<file path="src/rtl/uart_pkg.sv">
// Shared types and helpers for the parametrised UART receive/transmit blocks.
package uart_pkg;

  typedef enum logic [1:0] {
    PAR_NONE,
    PAR_EVEN,
    PAR_ODD
  } parity_t;

  typedef enum logic [2:0] {
    IDLE,
    START,
    DATA,
    PARITY,
    STOP,
    BRK
  } rx_state_t;

  // Width of the per-bit sample counter for a given oversampling ratio.
  function automatic int samp_w(input int os);
    return (os > 1) ? $clog2(os) : 1;
  endfunction

endpackage

</file>
<file path="src/rtl/uart_baud_tick.sv">
// Free-running divider producing a one-cycle tick every BAUD_DIV clk cycles.
module uart_baud_tick
  import uart_pkg::*;
#(
  parameter int BAUD_DIV = 27
) (
  input  logic clk,
  input  logic clr,
  output logic tick
);

  localparam int CW = (BAUD_DIV > 1) ? $clog2(BAUD_DIV) : 1;
  localparam logic [CW-1:0] LAST = CW'(BAUD_DIV - 1);

  logic [CW-1:0] r_cnt;

  always_ff @(posedge clk) begin
    if (clr) begin
      r_cnt <= '0;
    end else if (r_cnt == LAST) begin
      r_cnt <= '0;
    end else begin
      r_cnt <= r_cnt + 1'b1;
    end
  end

  assign tick = (r_cnt == LAST);

endmodule

</file>
<file path="src/rtl/uart_rx_param.sv">
// Parametrised UART receiver: synchroniser, oversampling FSM and rdrf/rdrf_clr host handshake.
// Handshake: rdrf rises on the edge after a frame completes; a one-cycle rdrf_clr pulse drops
// rdrf and OE; a completion while rdrf=1 and rdrf_clr=0 keeps the old frame and raises OE.
module uart_rx_param
  import uart_pkg::*;
#(
  parameter int      DATA_BITS  = 8,
  parameter parity_t PARITY     = PAR_NONE,
  parameter int      STOP_BITS  = 1,
  parameter int      OVERSAMPLE = 16,
  parameter int      BAUD_DIV   = 27
) (
  input  logic                 clk,
  input  logic                 clr,
  input  logic                 RxD,
  input  logic                 rdrf_clr,
  output logic                 rdrf,
  output logic [DATA_BITS-1:0] rx_data,
  output logic                 FE,
  output logic                 PE,
  output logic                 OE,
  output logic [2:0]           dbg_state
);

  localparam int             SW        = samp_w(OVERSAMPLE);
  localparam logic [SW-1:0]  MID_START = SW'(OVERSAMPLE / 2 - 1);
  localparam logic [SW-1:0]  MID_BIT   = SW'(OVERSAMPLE - 1);
  localparam logic [3:0]     LAST_DATA = 4'(DATA_BITS - 1);
  localparam logic           LAST_STOP = 1'(STOP_BITS - 1);
  localparam bit             HAS_PAR   = (PARITY != PAR_NONE);
  localparam logic           ODD_PAR   = (PARITY == PAR_ODD);

  logic                 r_sync1, r_sync2;
  rx_state_t            r_state, w_state_n;
  logic [SW-1:0]        r_samp, w_samp_n;
  logic [3:0]           r_bitcnt, w_bitcnt_n;
  logic                 r_stopcnt, w_stopcnt_n;
  logic [DATA_BITS-1:0] r_shift, w_shift_n;
  logic                 r_pe_acc, w_pe_n;
  logic                 r_fe_acc, w_fe_n;
  logic                 w_done, w_tick, w_rxs, w_mid;

  uart_baud_tick #(.BAUD_DIV(BAUD_DIV)) u_tick (
    .clk  (clk),
    .clr  (clr),
    .tick (w_tick)
  );

  assign w_rxs     = r_sync2;
  assign w_mid     = (r_samp == MID_BIT);
  assign dbg_state = r_state;

  always_ff @(posedge clk) begin
    if (clr) begin
      r_sync1   <= 1'b1;
      r_sync2   <= 1'b1;
      r_state   <= IDLE;
      r_samp    <= '0;
      r_bitcnt  <= '0;
      r_stopcnt <= 1'b0;
      r_shift   <= '0;
      r_pe_acc  <= 1'b0;
      r_fe_acc  <= 1'b0;
    end else begin
      r_sync1   <= RxD;
      r_sync2   <= r_sync1;
      r_state   <= w_state_n;
      r_samp    <= w_samp_n;
      r_bitcnt  <= w_bitcnt_n;
      r_stopcnt <= w_stopcnt_n;
      r_shift   <= w_shift_n;
      r_pe_acc  <= w_pe_n;
      r_fe_acc  <= w_fe_n;
    end
  end

  always_comb begin
    w_state_n   = r_state;
    w_samp_n    = r_samp;
    w_bitcnt_n  = r_bitcnt;
    w_stopcnt_n = r_stopcnt;
    w_shift_n   = r_shift;
    w_pe_n      = r_pe_acc;
    w_fe_n      = r_fe_acc;
    w_done      = 1'b0;
    if (w_tick) begin
      case (r_state)
        IDLE: begin
          if (!w_rxs) begin
            w_state_n = START;
            w_samp_n  = '0;
          end
        end
        START: begin
          // A start bit that is high again at its centre was a glitch.
          if (r_samp == MID_START) begin
            if (w_rxs) begin
              w_state_n = IDLE;
            end else begin
              w_state_n  = DATA;
              w_samp_n   = '0;
              w_bitcnt_n = '0;
              w_pe_n     = 1'b0;
              w_fe_n     = 1'b0;
            end
          end else begin
            w_samp_n = r_samp + 1'b1;
          end
        end
        DATA: begin
          if (w_mid) begin
            w_samp_n   = '0;
            w_shift_n  = {w_rxs, r_shift[DATA_BITS-1:1]};
            w_bitcnt_n = r_bitcnt + 1'b1;
            if (r_bitcnt == LAST_DATA) begin
              w_stopcnt_n = 1'b0;
              w_state_n   = HAS_PAR ? uart_pkg::PARITY : STOP;
            end
          end else begin
            w_samp_n = r_samp + 1'b1;
          end
        end
        uart_pkg::PARITY: begin
          if (w_mid) begin
            w_samp_n  = '0;
            w_pe_n    = ((^r_shift) ^ w_rxs) != ODD_PAR;
            w_state_n = STOP;
          end else begin
            w_samp_n = r_samp + 1'b1;
          end
        end
        STOP: begin
          if (w_mid) begin
            w_samp_n = '0;
            w_fe_n   = r_fe_acc | ~w_rxs;
            if (r_stopcnt == LAST_STOP) begin
              w_done    = 1'b1;
              w_state_n = (r_fe_acc | ~w_rxs) ? BRK : IDLE;
            end else begin
              w_stopcnt_n = r_stopcnt + 1'b1;
            end
          end else begin
            w_samp_n = r_samp + 1'b1;
          end
        end
        BRK: begin
          if (w_rxs) w_state_n = IDLE;
        end
        default: w_state_n = IDLE;
      endcase
    end
  end

  always_ff @(posedge clk) begin
    if (clr) begin
      rdrf    <= 1'b0;
      rx_data <= '0;
      FE      <= 1'b0;
      PE      <= 1'b0;
      OE      <= 1'b0;
    end else if (w_done) begin
      if (!rdrf || rdrf_clr) begin
        rdrf    <= 1'b1;
        rx_data <= r_shift;
        FE      <= w_fe_n;
        PE      <= HAS_PAR ? r_pe_acc : 1'b0;
        if (rdrf_clr) OE <= 1'b0;
      end else begin
        OE <= 1'b1;
      end
    end else if (rdrf_clr) begin
      rdrf <= 1'b0;
      OE   <= 1'b0;
    end
  end

endmodule

</file>
<file path="config.mk">
export PLATFORM = sky130hd
export DESIGN_NAME = uart_rx_param
export DESIGN_NICKNAME = d
export VERILOG_FILES = /design/src/rtl/uart_pkg.sv /design/src/rtl/uart_baud_tick.sv /design/src/rtl/uart_rx_param.sv
export SDC_FILE = /design/constraint.sdc
export NUM_CORES = 1
export LEC_CHECK = 0
export BUFFER_PORTS_ARGS = -buffer_cell sky130_fd_sc_hd__buf_2
export CORE_MARGIN = 1
export CORE_UTILIZATION = 57
export CTS_CLUSTER_DIAMETER = 150
export DETAILED_ROUTE_END_ITERATION = 8
export GPL_ROUTABILITY_DRIVEN = 0
export PLACE_DENSITY_LB_ADDON = 0.12
export SETUP_SLACK_MARGIN = 0.2
export SLEW_MARGIN = 10
export SYNTH_ARGS = -nofsm -noshare
export SYNTH_HDL_FRONTEND = slang
export SYNTH_SLANG_ARGS = --single-unit
export TNS_END_PERCENT = 1
</file>
<file path="constraint.sdc">
create_clock -name clk -period 4.9 [get_ports clk]
set_input_delay 0.735 -clock clk [delete_from_list [all_inputs] [get_ports clk]]
set_output_delay 0.735 -clock clk [all_outputs]
set_load 0.005 [all_outputs]
</file>
==> results of run 1 <==
==> layer usage <==
layer  up-vias  GRT usage, %
li1        768             -
met5         -             0
met4         0         8.163
met2        19         36.12
met1       703         30.17
met3         4         4.911
==> through the flow <==
stage | worst slack, ps | instance area (um2) | total power, uW | cells | utilization [%]
after detailed placement | 2822 | 1879 | 336.7 | 254 | 62.07
after floorplan | 2998 | 1799 | 333.8 | 206 | -
after global placement | 2889 | 1879 | 336.2 | 254 | 62.07
final | 2791 | 1991 | 605.6 | 262 | 65.74
after global routing | 2623 | 1991 | 629.2 | 262 | 65.74
after CTS | 2779 | 1991 | 609.9 | 262 | 65.74
==> final timing paths <==
kind                start     endpoint  slack, ps  cells past startpoint
min reg2reg       r_sync1      r_sync2        420                      1
min               r_sync1      r_sync2        420                      1
max reg2reg  dbg_state[0]  r_bitcnt[3]       2790                      4
max          dbg_state[0]  r_bitcnt[3]       2790                      4
==> cells by family (layout without fill, tap and decap cells) <==
group	count (synthesis)	in the layout	synth area share, %
simple gates	77	77	23.71
compound gates	54	54	18.85
flops	38	38	42.28
buf+inv	17	29	4.172
mux	10	10	5.564
xor+xnor	5	5	2.434
fa+ha+maj	4	4	2.782
other cells	1	1	0.2084
==> sequential cells by signal, summed over array words and instances (netlist names), 3 cells and up <==
name	count
r_samp	4
rx_data	8
u_tick.r_cnt	5
dbg_state	3
r_bitcnt	4
r_shift	8
==> power breakdown <==
group | leakage (uW) | switching (uW) | internal (uW)
Sequential | 0.000307 | 3.16 | 312
Clock | 0.0000585 | 103 | 173
Combinational | 0.000414 | 8.66 | 5.98
==> cell usage in the layout (no fill, tap or decap), types with 2 or more instances in the layout <==
cell | synthesis | routed
dfxtp_1 | 38 | 38
a21oi_1 | 21 | 21
nor2_1 | 18 | 18
buf_2 | 0 | 17
o21ai_0 | 13 | 13
nand3_1 | 12 | 12
mux2i_1 | 10 | 10
nand2b_1 | 9 | 9
nand2_1 | 8 | 8
clkbuf_4 | 0 | 5
inv_1 | 4 | 4
nor2b_1 | 4 | 4
nor3_1 | 4 | 4
or2_2 | 4 | 4
xnor2_1 | 4 | 4
ha_1 | 4 | 4
nor3b_1 | 3 | 3
nand4_1 | 3 | 3
nand3b_1 | 2 | 2
o21ai_1 | 2 | 2
o211ai_1 | 2 | 2
a31oi_1 | 2 | 2
or3_1 | 2 | 2
bufinv_16 | 0 | 2
==> cell type report <==
type	instances	area (um2)	share of cell area, %
timing repair buffer	17	85.08	4.274
sequential	38	760.7	38.21
inverter	4	15.01	0.7542
clock inverter	2	60.06	3.017
clock buffer	6	51.30	2.577
multi-input combinational	151	963.4	48.40
tap	44	55.05	2.766
==> critical path: stages, from the launching register on <==
cell,delay [ps]
dfxtp_1,570
or4b_4,540
a2111o_1,440
or3_1,360
a21oi_1,140
==> qor.yml, run 1 <==
h-tree-depth: 2
highest_layer: "met4"
yosys.area.top_type: "dfxtp_1"
clock_skew_ps: 5.797
route.met3.wl_um: 95
total_leakage_power_uw: 0.0007800
wirelength_mm: 3.519
worst_pin_slew_ps: 651.0
period_share_pct: 43.04
die_y_um: 58.19
io_buffers: 17
num-fill-cells: 263
cts_max_path_buffers: 2
ant_nets: 0
cts_tree: "done"
synth_nets: 214
dp_hpwl_mm: 2.434
grt_pass1_wl_mm: 5.954
root_buffer: "clkbuf_4"
whs_ps: 420.3
post-cts-setup-buffer-count: 0
grt_max_degree: 36
ys_seq_elements: 38
synth_edf_count: 0
drc: 0
cts.sinks: 38
synth_area_per_cell_um2: 8.734
n_antenna_cell: 0
drt_first_iter_violations: 82
grtUsageTotal_pct: 22.63
antenna_found_initial: 0
worst_setup_path_end_kind: "flip-flop"
core_area_mm2: 0.003028
num_rows: 20
wl_per_cell_um: 13.43
synth_cells: 206
yosysTopAreaCellShare_pct: 42.28
worstHoldPathType: "reg -> reg"
via_per_inst: 5.702
postCtsHoldBufs: 0
worstSetupPathType: "reg -> reg"
ios: 19
dieArea_mm2: 0.003385
num_vias: 1494
grt_pass1_vias: 1326
drive_gt1_share_pct: 14.68
setup_tns_ps: 0
cp_max_fo: 15
synth_cell_types: 48
die_x_um: 58.19
ys_seq_area_share_pct: 42.28
fmax_mhz: 474.2
start_util_pct: 59.42
routed-wl-met2_mm: 1.661
period_needed_ps: 2109
setup-violations-final: 0
drv_slew: 0
slew_headroom_pct: 56.54
async_flop_share_pct: 0
ys.flop_type: "dfxtp_1"
rsz0062_at_grt: "no"
synth_area_leaders: "dfxtp_1 (42%), a21oi_1 (5.8%), mux2i_1 (5.6%)"
critPathLaunchType: "flip-flop"
cts_resized: 0
syn-cell-area_mm2: 0.001799
clkLatencyLatePin_ps: 330
hold_violations: 0
yosysMostFrequentCell: "dfxtp_1"
cp.arrival_ps: 2380
yosys_warnings: 0
cellPowerDensity_mw_per_mm2: 304.2
irDropWorstVdd_mv: 0.1878
grt_overflow: 0
synth_common_cells: "dfxtp_1 (38), a21oi_1 (21), nor2_1 (18)"
syn_to_final_growth_pct: 10.64
required_ps: 5170
m1WireLength_mm: 1.731
drv_cap: 0
final_net_count: 225
status: "complete, no violations"
drt-pass1-iter-count: 4
cts-buffers-inserted: 5
cts.clk_slew.worst_paths_ps: 110
Power figures use the tool's default switching activity.
==> inputs of run 2 (changes only) <==
- ABC_AREA: not set -> 1
- clock period: 4.9 -> 2.2 ns (I/O delays scaled with it)
==> qor.yml, run 2 <==
synth_edf_count: 0  # unchanged
setup_tns_ps: 0  # unchanged
post-cts-setup-buffer-count: 0  # unchanged
io_buffers: 17  # unchanged
hold_path_startpoint: "rdrf_clr"  # was r_sync1
critPathLaunchType: "flip-flop"  # unchanged
hold_violations: 0  # unchanged
final_cell_mix: "nor2_1 (42), nand2_1 (40), dfxtp_1 (38), inv_1 (30), nand3_1 (20)"  # was dfxtp_1 (38), a21oi_1 (21), nor2_1 (18), buf_2 (17), o21ai_0 (13)
finalWorstSetupSlack_ps: 528.1  # was 2791 ps
drv_slew: 0  # unchanged
grtUsageTotal_pct: 22.21  # was 22.63%
n_antenna_cell: 0  # unchanged
ys_seq_area_share_pct: 39.82  # was 42.28%
period_needed_ps: 1672  # was 2109 ps
cts.clk_slew.worst_paths_ps: 110  # about the same
dieArea_mm2: 0.003587  # was 0.003385 mm2
core_area_mm2: 0.003128  # was 0.003028 mm2
cp_max_fo: 9  # was 15
cts_tree: "done"  # unchanged
grt_overflow: 0  # unchanged
drt-pass1-iter-count: 4  # unchanged
worst_setup_path_end_kind: "flip-flop"  # unchanged
ant_nets: 0  # unchanged
ys_seq_elements: 38  # unchanged
hold_path_depth: 2  # was 1
irDropWorstVdd_mv: 0.5924  # was 0.1878 mV
required_ps: 2430  # was 5170 ps
yosysTopAreaCellShare_pct: 39.82  # was 42.28%
syn_to_final_growth_pct: 11.26  # was 10.64%
ys.flop_type: "dfxtp_1"  # unchanged
h-tree-depth: 2  # unchanged
cp.arrival_ps: 1910  # was 2380 ps
worstSetupPathType: "reg -> reg"  # unchanged
grt_pass1_vias: 1357  # was 1326
die_y_um: 59.90  # was 58.19 um
ios: 19  # unchanged
yosys.area.top_type: "dfxtp_1"  # unchanged
worst_pin_slew_ps: 582.7  # was 651.0 ps
drive_gt1_share_pct: 19.72  # was 14.68%
setup-violations-final: 0  # unchanged
dp_hpwl_mm: 2.617  # was 2.434 mm
largest_registers: "r_shift (8), rx_data (8), u_tick.r_cnt (5)"  # unchanged
total_leakage_power_uw: 0.0009267  # was 0.0007800 uW
synth_nets: 273  # was 214
drt_first_iter_violations: 124  # was 82
synth_cell_types: 32  # was 48
clock_skew_ps: 12.55  # was 5.797 ps
reg2reg_depth: 9  # was 4
grt_pass1_wl_mm: 5.996  # was 5.954 mm
reg2reg_from: "u_tick.r_cnt[0]"  # was dbg_state[0]
synth_area_leaders: "dfxtp_1 (40%), nor2_1 (8.3%), nand2_1 (7.9%)"  # was dfxtp_1 (42%), a21oi_1 (5.8%), mux2i_1 (5.6%)
wl_per_cell_um: 10.84  # was 13.43 um
rsz0062_at_grt: "no"  # unchanged
fmax_mhz: 598.1  # was 474.2 MHz
cts_max_path_buffers: 2  # unchanged
final_common_cell: "nor2_1"  # was dfxtp_1
period_share_pct: 76.00  # was 43.04%
synth_common_cells: "nor2_1 (42), nand2_1 (40), dfxtp_1 (38)"  # was dfxtp_1 (38), a21oi_1 (21), nor2_1 (18)
r2r_slack_ps: 530  # was 2790 ps
pre_cts_ws_ps: 552.4  # was 2822 ps
worstHoldPathType: "in -> reg"  # was reg -> reg
drv_cap: 0  # unchanged
synth_area_per_cell_um2: 7.210  # was 8.734 um2
start_util_pct: 61.08  # was 59.42%
yosysMostFrequentCell: "nor2_1"  # was dfxtp_1
async_flop_share_pct: 0  # unchanged
syn-cell-area_mm2: 0.001911  # was 0.001799 mm2
grt_max_degree: 23  # was 36
slew_headroom_pct: 61.11  # was 56.54%
synth_cells: 265  # was 206
wirelength_mm: 3.556  # was 3.519 mm
reg2reg_to: "rx_data[7]"  # was r_bitcnt[3]
die_x_um: 59.90  # was 58.19 um
final_net_count: 291  # was 225
num-fill-cells: 284  # was 263
root_buffer: "clkbuf_4"  # unchanged
antenna_found_initial: 0  # unchanged
num_rows: 20  # unchanged
cts.sinks: 38  # unchanged
cts-buffers-inserted: 5  # unchanged
worstHoldEndpoint: "OE"  # was r_sync2
yosys_warnings: 0  # unchanged
clkLatencyLatePin_ps: 330  # about the same
postCtsHoldBufs: 0  # unchanged
cellPowerDensity_mw_per_mm2: 633.7  # was 304.2 mW/mm2
num_vias: 1640  # was 1494
via_per_inst: 5.000  # was 5.702
drc: 0  # unchanged
status: "complete, no violations"  # unchanged
cts_resized: 0  # unchanged
run 2: cells by family after synthesis:
logic type	count (synthesis)	synth area share, %
other	1	0.1963
XOR/XNOR	5	2.292
flip-flops	38	39.82
AO/OA/AOI/OAI	40	11.79
AND/OR/NAND/NOR	137	34.71
buffers and inverters	40	8.579
adder cells (fa/ha/maj)	4	2.620
run 2: final cells by class:
| cell class | instances | area, um2 | share of cell area, % |
|---|---|---|---|
| Sequential cell | 38 | 760.7 | 35.79 |
| Clock inverter | 2 | 60.06 | 2.825 |
| Inverter | 34 | 127.6 | 6.004 |
| Timing Repair Buffer | 17 | 85.08 | 4.002 |
| Multi-Input combinational cell | 187 | 985.9 | 46.38 |
| Tap cell | 44 | 55.05 | 2.590 |
| Clock buffer | 6 | 51.30 | 2.413 |
run 2: routing by layer:
| metal | vias to the layer above | global-route usage (%) | wire, um |
|---|---|---|---|
| li1 | 875 | - | - |
| met1 | 703 | 32.04 | 1818 |
| met2 | 54 | 32.06 | 1472 |
| met3 | 8 | 6.494 | 215 |
| met4 | 0 | 5.980 | 51 |
| met5 | - | 0 | 0 |
run 2: critical path, cell delays in order (launching register included):
cell	delay, ps
dfxtp_1	350
inv_1	60
ha_1	160
nand2_1	90
nor3_4	310
nand2_2	100
nor2_2	130
nand2_2	130
o21ai_0	210
nor2_1	60
run 2: how the worst max path moves through the flow:
stage | start | slack (ps) | depth (start not counted) | end
finish | u_tick.r_cnt[0] | 530 | 9 | rx_data[7]
CTS | u_tick.r_cnt[0] | 530 | 9 | rx_data[7]
global placement | u_tick.r_cnt[0] | 610 | 9 | rx_data[6]
detailed placement | u_tick.r_cnt[0] | 550 | 9 | rx_data[7]
global route | u_tick.r_cnt[0] | 300 | 9 | rx_data[2]
floorplan | u_tick.r_cnt[0] | 780 | 9 | rx_data[0]
run 2: per-stage QoR:
step	instances	utilization [%]	hold slack (ps)	total power, uW	area (um2)
finish	328	67.96	169.0	1347	2126
global route	328	67.96	147.2	1399	2126
CTS	328	67.96	163.2	1355	2126
detailed placement	320	64.40	392.8	752.5	2014
global placement	320	64.40	393.3	751.9	2014
floorplan	265	-	389.5	744.0	1911
run 2: power by group:
part | internal [uW] | leakage (uW) | total, uW | switching, uW
clock | 385 | 0.0000585 | 610 | 225
sequential | 694 | 0.000307 | 700 | 6.09
combinational | 12.7 | 0.000561 | 36.5 | 23.9
